File: src/rtl/dsi_lane_pkg.sv
// Shared definitions for the DSI lane transmitter: FSM states, LP line codes
// and the default HS leader byte.
package dsi_lane_pkg;

  typedef enum logic [2:0] {
    ST_STOP  = 3'd0,
    ST_LPX   = 3'd1,
    ST_PREP  = 3'd2,
    ST_ZERO  = 3'd3,
    ST_SYNC  = 3'd4,
    ST_DATA  = 3'd5,
    ST_TRAIL = 3'd6,
    ST_EXIT  = 3'd7
  } state_e;

  // LP line state packed as {lp_p, lp_n}
  typedef logic [1:0] lp_t;
  localparam lp_t LP11 = 2'b11;
  localparam lp_t LP01 = 2'b01;
  localparam lp_t LP00 = 2'b00;

  localparam logic [7:0] SYNC_DEFAULT = 8'b00011101;

endpackage

File: src/rtl/dsi_lane_tx_if.sv
// Byte stream from the packet assembler into the lane transmitter.
interface dsi_lane_tx_if;

  logic       s_valid;
  logic [7:0] s_data;
  logic       s_last;
  logic       s_ready;

  modport master (output s_valid, output s_data, output s_last, input  s_ready);
  modport slave  (input  s_valid, input  s_data, input  s_last, output s_ready);

endinterface

File: src/rtl/dsi_lane_fifo.sv
// Synchronous FIFO of {last, data} entries with occupancy and a count of
// complete packets (entries carrying the last flag).
module dsi_lane_fifo #(
  parameter  int unsigned DEPTH = 4,
  localparam int unsigned AW    = $clog2(DEPTH),
  localparam int unsigned PW    = $clog2(DEPTH + 1)
) (
  input  logic          clk,
  input  logic          rst,
  input  logic          wr_en,
  input  logic [8:0]    wr_entry,
  input  logic          rd_en,
  output logic [8:0]    head,
  output logic          full,
  output logic          empty,
  output logic [PW-1:0] count,
  output logic [PW-1:0] pkt_cnt
);

  logic [8:0]    mem_q [DEPTH];
  logic [8:0]    mem_d [DEPTH];
  logic [AW-1:0] wptr_q, wptr_d, rptr_q, rptr_d;
  logic [PW-1:0] count_q, count_d, pkt_q, pkt_d;
  logic          wr_fire, rd_fire;

  assign full    = (count_q == PW'(DEPTH));
  assign empty   = (count_q == '0);
  assign head    = mem_q[rptr_q];
  assign count   = count_q;
  assign pkt_cnt = pkt_q;

  // full gates the write even when a pop happens in the same cycle
  assign wr_fire = wr_en && !full;
  assign rd_fire = rd_en && !empty;

  always_comb begin
    mem_d  = mem_q;
    wptr_d = wptr_q;
    rptr_d = rptr_q;
    if (wr_fire) begin
      mem_d[wptr_q] = wr_entry;
      wptr_d        = wptr_q + 1'b1;
    end
    if (rd_fire) begin
      rptr_d = rptr_q + 1'b1;
    end
    count_d = count_q + PW'(wr_fire) - PW'(rd_fire);
    pkt_d   = pkt_q + PW'(wr_fire && wr_entry[8]) - PW'(rd_fire && head[8]);
  end

  always_ff @(posedge clk or posedge rst) begin
    if (rst) begin
      mem_q   <= '{default: '0};
      wptr_q  <= '0;
      rptr_q  <= '0;
      count_q <= '0;
      pkt_q   <= '0;
    end else begin
      mem_q   <= mem_d;
      wptr_q  <= wptr_d;
      rptr_q  <= rptr_d;
      count_q <= count_d;
      pkt_q   <= pkt_d;
    end
  end

endmodule

File: src/rtl/dsi_lane_tx.sv
// DSI data lane transmitter: buffers byte packets and sequences the
// LP-11/LP-01/LP-00/HS-0/SYNC/DATA/TRAIL/LP-11 lane protocol.
module dsi_lane_tx
  import dsi_lane_pkg::*;
#(
  parameter int unsigned FIFO_DEPTH   = 4,
  parameter int unsigned CNT_W        = 8,
  parameter logic [7:0]  SYNC_PATTERN = SYNC_DEFAULT
) (
  input  logic             clk_base,
  input  logic             reset,
  input  logic [CNT_W-1:0] cfg_t_lpx,
  input  logic [CNT_W-1:0] cfg_t_prep,
  input  logic [CNT_W-1:0] cfg_t_zero,
  input  logic [CNT_W-1:0] cfg_t_trail,
  input  logic [CNT_W-1:0] cfg_t_exit,
  input  logic             cfg_burst_en,
  dsi_lane_tx_if.slave     s,
  output logic             active,
  output logic             underrun,
  output logic [7:0]       hs_data,
  output logic             hs_oe,
  output logic             lp_p,
  output logic             lp_n,
  output logic             lp_oe
);

  localparam int unsigned PW = $clog2(FIFO_DEPTH + 1);

  function automatic logic [CNT_W-1:0] at_least_one(input logic [CNT_W-1:0] v);
    return (v == '0) ? CNT_W'(1) : v;
  endfunction

  state_e           state_q, state_d;
  logic [CNT_W-1:0] cnt_q, cnt_d;
  logic [CNT_W-1:0] t_lpx_q, t_lpx_d, t_prep_q, t_prep_d, t_zero_q, t_zero_d;
  logic [CNT_W-1:0] t_trail_q, t_trail_d, t_exit_q, t_exit_d;
  logic             burst_q, burst_d;
  logic             cur_last_q, cur_last_d, cur_more_q, cur_more_d, cur_ur_q, cur_ur_d;
  logic             last_b_q, last_b_d;
  logic             active_q, active_d, underrun_q, underrun_d, hs_oe_q, hs_oe_d, lp_oe_q, lp_oe_d;
  logic [7:0]       hs_data_q, hs_data_d;
  lp_t              lp_q, lp_d;

  logic             pop;
  logic [8:0]       fifo_head;
  logic             fifo_full, fifo_empty;
  logic [PW-1:0]    fifo_count, fifo_pkt;

  dsi_lane_fifo #(.DEPTH(FIFO_DEPTH)) u_fifo (
    .clk      (clk_base),
    .rst      (reset),
    .wr_en    (s.s_valid),
    .wr_entry ({s.s_last, s.s_data}),
    .rd_en    (pop),
    .head     (fifo_head),
    .full     (fifo_full),
    .empty    (fifo_empty),
    .count    (fifo_count),
    .pkt_cnt  (fifo_pkt)
  );

  assign s.s_ready = !fifo_full;

  // Outputs are registered from next_state, so the byte shown in a DATA
  // cycle is popped on the edge that enters it; its last/burst decision is
  // held in cur_* and consumed by the following evaluation.
  always_comb begin
    state_d    = state_q;
    t_lpx_d    = t_lpx_q;
    t_prep_d   = t_prep_q;
    t_zero_d   = t_zero_q;
    t_trail_d  = t_trail_q;
    t_exit_d   = t_exit_q;
    burst_d    = burst_q;
    cur_last_d = cur_last_q;
    cur_more_d = cur_more_q;
    cur_ur_d   = cur_ur_q;
    last_b_d   = last_b_q;
    pop        = 1'b0;

    case (state_q)
      ST_STOP: if (fifo_pkt != '0 || fifo_count == PW'(FIFO_DEPTH)) begin
        state_d   = ST_LPX;
        t_lpx_d   = at_least_one(cfg_t_lpx);
        t_prep_d  = at_least_one(cfg_t_prep);
        t_zero_d  = at_least_one(cfg_t_zero);
        t_trail_d = at_least_one(cfg_t_trail);
        t_exit_d  = at_least_one(cfg_t_exit);
        burst_d   = cfg_burst_en;
      end
      ST_LPX:   if (cnt_q == t_lpx_q - 1'b1)   state_d = ST_PREP;
      ST_PREP:  if (cnt_q == t_prep_q - 1'b1)  state_d = ST_ZERO;
      ST_ZERO:  if (cnt_q == t_zero_q - 1'b1)  state_d = ST_SYNC;
      ST_SYNC:  state_d = ST_DATA;
      ST_DATA:  if (cur_ur_q || (cur_last_q && !cur_more_q)) state_d = ST_TRAIL;
      ST_TRAIL: if (cnt_q == t_trail_q - 1'b1) state_d = ST_EXIT;
      ST_EXIT:  if (cnt_q == t_exit_q - 1'b1)  state_d = ST_STOP;
      default:  state_d = ST_STOP;
    endcase

    cnt_d = (state_d != state_q) ? '0 : cnt_q + 1'b1;

    active_d   = (state_d != ST_STOP);
    underrun_d = 1'b0;
    hs_data_d  = '0;
    hs_oe_d    = 1'b0;
    lp_oe_d    = 1'b1;
    lp_d       = LP11;

    case (state_d)
      ST_LPX:  lp_d = LP01;
      ST_PREP: lp_d = LP00;
      ST_ZERO, ST_SYNC, ST_DATA, ST_TRAIL: begin
        hs_oe_d = 1'b1;
        lp_oe_d = 1'b0;
        lp_d    = LP00;
        if (state_d == ST_SYNC) begin
          hs_data_d = SYNC_PATTERN;
        end else if (state_d == ST_TRAIL) begin
          hs_data_d = {8{~last_b_q}};
        end else if (state_d == ST_DATA) begin
          if (fifo_empty) begin
            underrun_d = 1'b1;
            hs_data_d  = {8{~last_b_q}};
            cur_ur_d   = 1'b1;
          end else begin
            pop        = 1'b1;
            hs_data_d  = fifo_head[7:0];
            last_b_d   = fifo_head[7];
            cur_last_d = fifo_head[8];
            cur_more_d = burst_q && (fifo_pkt > PW'(fifo_head[8]));
            cur_ur_d   = 1'b0;
          end
        end
      end
      default: ;
    endcase
  end

  always_ff @(posedge clk_base or posedge reset) begin
    if (reset) begin
      state_q    <= ST_STOP;
      cnt_q      <= '0;
      t_lpx_q    <= CNT_W'(1);
      t_prep_q   <= CNT_W'(1);
      t_zero_q   <= CNT_W'(1);
      t_trail_q  <= CNT_W'(1);
      t_exit_q   <= CNT_W'(1);
      burst_q    <= 1'b0;
      cur_last_q <= 1'b0;
      cur_more_q <= 1'b0;
      cur_ur_q   <= 1'b0;
      last_b_q   <= 1'b0;
      active_q   <= 1'b0;
      underrun_q <= 1'b0;
      hs_data_q  <= '0;
      hs_oe_q    <= 1'b0;
      lp_oe_q    <= 1'b1;
      lp_q       <= LP11;
    end else begin
      state_q    <= state_d;
      cnt_q      <= cnt_d;
      t_lpx_q    <= t_lpx_d;
      t_prep_q   <= t_prep_d;
      t_zero_q   <= t_zero_d;
      t_trail_q  <= t_trail_d;
      t_exit_q   <= t_exit_d;
      burst_q    <= burst_d;
      cur_last_q <= cur_last_d;
      cur_more_q <= cur_more_d;
      cur_ur_q   <= cur_ur_d;
      last_b_q   <= last_b_d;
      active_q   <= active_d;
      underrun_q <= underrun_d;
      hs_data_q  <= hs_data_d;
      hs_oe_q    <= hs_oe_d;
      lp_oe_q    <= lp_oe_d;
      lp_q       <= lp_d;
    end
  end

  assign active   = active_q;
  assign underrun = underrun_q;
  assign hs_data  = hs_data_q;
  assign hs_oe    = hs_oe_q;
  assign lp_oe    = lp_oe_q;
  assign lp_p     = lp_q[1];
  assign lp_n     = lp_q[0];

endmodule

File: src/flat_wrapper.sv
// flat-port wrapper written by rule: the top's interface ports become plain ports
module dsi_lane_tx_flat import dsi_lane_pkg::*;
#(
  parameter int unsigned FIFO_DEPTH   = 4,
  parameter int unsigned CNT_W        = 8,
  parameter logic [7:0]  SYNC_PATTERN = SYNC_DEFAULT
)
  (clk_base, reset, cfg_t_lpx, cfg_t_prep, cfg_t_zero, cfg_t_trail, cfg_t_exit, cfg_burst_en, active, underrun, hs_data, hs_oe, lp_p, lp_n, lp_oe, s_s_valid, s_s_data, s_s_last, s_s_ready);
  dsi_lane_tx_if s_i ();
  input  logic clk_base;
  input  logic reset;
  input  logic [CNT_W-1:0] cfg_t_lpx;
  input  logic [CNT_W-1:0] cfg_t_prep;
  input  logic [CNT_W-1:0] cfg_t_zero;
  input  logic [CNT_W-1:0] cfg_t_trail;
  input  logic [CNT_W-1:0] cfg_t_exit;
  input  logic cfg_burst_en;
  output logic active;
  output logic underrun;
  output logic [7:0] hs_data;
  output logic hs_oe;
  output logic lp_p;
  output logic lp_n;
  output logic lp_oe;
  input wire logic [$bits(s_i.s_valid)-1:0] s_s_valid;
  input wire logic [$bits(s_i.s_data)-1:0] s_s_data;
  input wire logic [$bits(s_i.s_last)-1:0] s_s_last;
  output wire logic [$bits(s_i.s_ready)-1:0] s_s_ready;
  assign s_i.s_valid = s_s_valid;
  assign s_i.s_data = s_s_data;
  assign s_i.s_last = s_s_last;
  assign s_s_ready = s_i.s_ready;
  dsi_lane_tx #(.FIFO_DEPTH(FIFO_DEPTH), .CNT_W(CNT_W), .SYNC_PATTERN(SYNC_PATTERN)) u_core (.clk_base(clk_base), .reset(reset), .cfg_t_lpx(cfg_t_lpx), .cfg_t_prep(cfg_t_prep), .cfg_t_zero(cfg_t_zero), .cfg_t_trail(cfg_t_trail), .cfg_t_exit(cfg_t_exit), .cfg_burst_en(cfg_burst_en), .s(s_i), .active(active), .underrun(underrun), .hs_data(hs_data), .hs_oe(hs_oe), .lp_p(lp_p), .lp_n(lp_n), .lp_oe(lp_oe));
endmodule
File: config.mk
export PLATFORM = sky130hd
export DESIGN_NAME = dsi_lane_tx_flat
export DESIGN_NICKNAME = d
export VERILOG_FILES = /design/src/rtl/dsi_lane_pkg.sv /design/src/rtl/dsi_lane_tx_if.sv /design/src/rtl/dsi_lane_fifo.sv /design/src/rtl/dsi_lane_tx.sv /design/src/flat_wrapper.sv
export SDC_FILE = /design/constraint.sdc
export NUM_CORES = 1
export LEC_CHECK = 0
export BUFFER_PORTS_ARGS = -buffer_cell sky130_fd_sc_hd__buf_2
export CAP_MARGIN = 20
export CORE_MARGIN = 4
export CORE_UTILIZATION = 53
export CTS_BUF_LIST = sky130_fd_sc_hd__clkbuf_16
export CTS_CLUSTER_DIAMETER = 150
export DETAILED_ROUTE_END_ITERATION = 16
export PLACE_DENSITY = 0.75
export SYNTH_ARGS = -nofsm -noshare
export SYNTH_HDL_FRONTEND = slang
export SYNTH_SLANG_ARGS = --single-unit
File: constraint.sdc
create_clock -name clk_base -period 3.15 [get_ports clk_base]
set_clock_uncertainty 0.15 [all_clocks]
set_input_delay 0.1575 -clock clk_base [delete_from_list [all_inputs] [get_ports clk_base]]
set_output_delay 0.1575 -clock clk_base [all_outputs]
set_load 0.02 [all_outputs]
==> results.sh <==
export IMPL_layout_commonest_cell="dfrtp_1"
export IMPL_vias_per_cell=5.65
export IMPL_status="finished, final reports clean"
export IMPL_clkSinkCount=116
export IMPL_antenna_found_initial=0
export IMPL_timing_rr_end="u_core.lp_oe$_DFF_PP1_"
export IMPL_htree_levels=4
export IMPL_path_class="flip-flop to flip-flop"
export IMPL_seq_area_frac_synth=0.467
export IMPL_rr_worst_depth=8
export IMPL_synth_area_um2=6230
export IMPL_drc=0
export IMPL_dr_pass1_iters=4
export IMPL_cts_root_buf="clkbuf_16"
export IMPL_num_antenna_cells=0
export IMPL_cts_path_max_buffers=2
export IMPL_syn_inst=556
export IMPL_slew_violations=0
export IMPL_p_per_area_nw_per_um2=981
export IMPL_hold_path_class="input port to flip-flop"
export IMPL_vias=4823
export IMPL_area_delta_synth_final_pct=28.7
export IMPL_place_inst=769
export IMPL_cp_arrival_ps=3330
export IMPL_grt_max_degree=117
export IMPL_drive_above_1_share=0.328
export IMPL_grt_pass1_wl_um=23800
export IMPL_finalHoldViolations=0
export IMPL_p_leak_uw=0.00359
export IMPL_synth_edf_count=0
export IMPL_max_cap_violations=0
export IMPL_die_w_um=116
export IMPL_final_cells=853
export IMPL_grt_pass1_vias=5053
export IMPL_core_area_um2=11500
export IMPL_synth_top_area_cell="dfrtp_1"
export IMPL_relSlewSlack=0.529
export IMPL_synth_top_cell_area_share=0.434
export IMPL_final_util=0.700
export IMPL_ir_drop_mv=0.589
export IMPL_first_iter_violations=255
export IMPL_yosysWarnings=0
export IMPL_worst_skew_pair_late_latency_ps=420
export IMPL_async_flop_share=1.00
export IMPL_final_setup_worst_slack_ps=19.4
export IMPL_place_congestion=0.852
export IMPL_fp_dieArea_um2=13600
export IMPL_syn_num_nets=627
export IMPL_worstSetupEndpoint="u_core.lp_oe$_DFF_PP1_"
export IMPL_endpoint_kind="flip-flop"
export IMPL_post_place_ws_ps=-18.6
export IMPL_synth_seq_cells=116
export IMPL_avgSynthCellArea_um2=11.2
export IMPL_chipHeight_um=116
export IMPL_finalSetupTns_ps=0
export IMPL_boundaryPins=68
export IMPL_ys_top_cells_by_area="dfrtp_1, mux2_2, xnor2_1, dfstp_2, mux4_2"
export IMPL_numPortBuffers=67
export IMPL_period_share=0.994
export IMPL_whs_ps=114
export IMPL_crit_path_start_kind="flip-flop"
export IMPL_filler_cell_count=799
export IMPL_reg2reg_slack_ps=20
export IMPL_wl_per_cell_um=17.2
export IMPL_worstPathRequired_ps=3350
export IMPL_fmax_ghz=0.319
export IMPL_rows=39
export IMPL_rsz0062_at_grt="true"
export IMPL_r2r_start="u_core.t_lpx_q[0]$_DFFE_PP1P_"
export IMPL_clkTransAtPathRegs_ps=50
export IMPL_worstSetupStartpoint="u_core.t_lpx_q[0]$_DFFE_PP1P_"
export IMPL_cts_buffers=17
export IMPL_grt_overflow_total=0
export IMPL_finalNetCount=768
export IMPL_crit_path_max_fanout=5
export IMPL_synth_cell_types=60
export IMPL_wl_um=14700
export IMPL_gr_usage_all_layers=0.232
export IMPL_fin_crit_ps=3130
export IMPL_tightestPinTransition_ps=707
export IMPL_setup_violations=0
export IMPL_start_util=0.543
export IMPL_final_cell_mix="dfrtp_1, mux2_2, buf_2"
export IMPL_ys_flop_type="dfrtp_1"
export IMPL_antenna_left=0
export IMPL_hpwlAfterDp_um=9530
export IMPL_cts_tree="yes"
worst min-delay path by stage:
stage | startpoint | endpoint | slack (ps) | cells past startpoint
after floorplan | cfg_t_exit[1] | u_core.t_exit_q[1]$_DFFE_PP0P_ | 160 | 1
after global placement | reset | u_core.u_fifo.wptr_q[1]$_DFFE_PP0P_ | 230 | 3
after detailed placement | reset | u_core.u_fifo.count[0]$_DFF_PP0_ | 240 | 3
after CTS | s_s_valid | u_core.u_fifo.wptr_q[0]$_DFFE_PP0P_ | 90 | 3
after global routing | s_s_valid | u_core.u_fifo.wptr_q[0]$_DFFE_PP0P_ | 130 | 3
final | s_s_valid | u_core.u_fifo.wptr_q[0]$_DFFE_PP0P_ | 110 | 3
Yosys cell counts (9+ instances only):
library cell	instances
nor2_1	26
mux2_2	73
mux4_2	9
clkbuf_1	17
nor3_1	21
nand3_1	14
inv_1	32
xor2_1	22
dfrtp_1	108
a21oi_1	19
nand2_1	30
o21ai_0	16
ha_1	16
xnor2_1	37
nor4_1	11
sequential cells by signal, indices dropped and copies added, names as in the netlist, 3 cells and up:
name and cells:
u_core.hs_data 8, u_core.t_prep_q 8, u_core.u_fifo.mem_q 36, u_core.t_trail_q 8, u_core.u_fifo.pkt_cnt 3, u_core.u_fifo.count 3, u_core.t_zero_q 8, u_core.t_exit_q 8
u_core.t_lpx_q 8, u_core.cnt_q 8, u_core.state_q 3
layout make-up:
class	instances	area [um^2]	share of cell area
clock inverter	15	143	0.0178
tap	143	179	0.0223
timing repair buffer	145	1070	0.133
clock buffer	17	425	0.0530
inverter	32	124	0.0154
multi-input combinational	385	3170	0.395
sequential	116	2910	0.363
what timing repair did:
action,4_1_cts,5_1_grt
pin swaps,3,9
resized for setup,1,15
buffers inserted,0,2
endpoints found under the setup margin,5,19
endpoints found under the hold margin,185,0
hold buffers,51,0
worst max-delay path, stage by stage (launching register included):
cell	delay, ps
dfstp_2	380
or4_4	550
and4bb_1	260
a311oi_1	40
a2111o_1	490
a311oi_2	360
nand4_4	170
or3_4	460
and3_4	190
power by group:
part,switching [uW],internal [uW]
logic,1500,1730
clock network,695,1150
registers,603,2190
total,2800,5070
cell families (layout without fill, tap and decap cells):
kind of cell | after synthesis | after routing | share of synthesized area
buffers and inverters | 55 | 209 | 0.0341
XOR/XNOR | 59 | 59 | 0.0829
AO/OA/AOI/OAI | 71 | 71 | 0.0767
AND/OR/NAND/NOR | 152 | 152 | 0.131
adder cells (fa/ha/maj) | 19 | 19 | 0.0402
flip-flops | 116 | 116 | 0.467
multiplexers | 84 | 84 | 0.168
metrics by stage:
step,power (uW),instance area (um^2)
after CTS,7800,7950
after detailed placement,5840,6870
after global placement,5660,6870
after global routing,8380,8020
final,7870,8020
after floorplan,5000,6240
routing by layer:
metal / global-route usage / part of all wire / wire length (um) / vias to the layer above
met5: 0 / 0 / 0 / -
met2: 0.422 / 0.55 / 8050 / 104
met3: 0.0523 / 0.033 / 478 / 27
li1: - / - / - / 2283
met1: 0.257 / 0.40 / 5870 / 2409
met4: 0.103 / 0.018 / 267 / 0
Note: power is estimated with default switching activity, not from simulation.
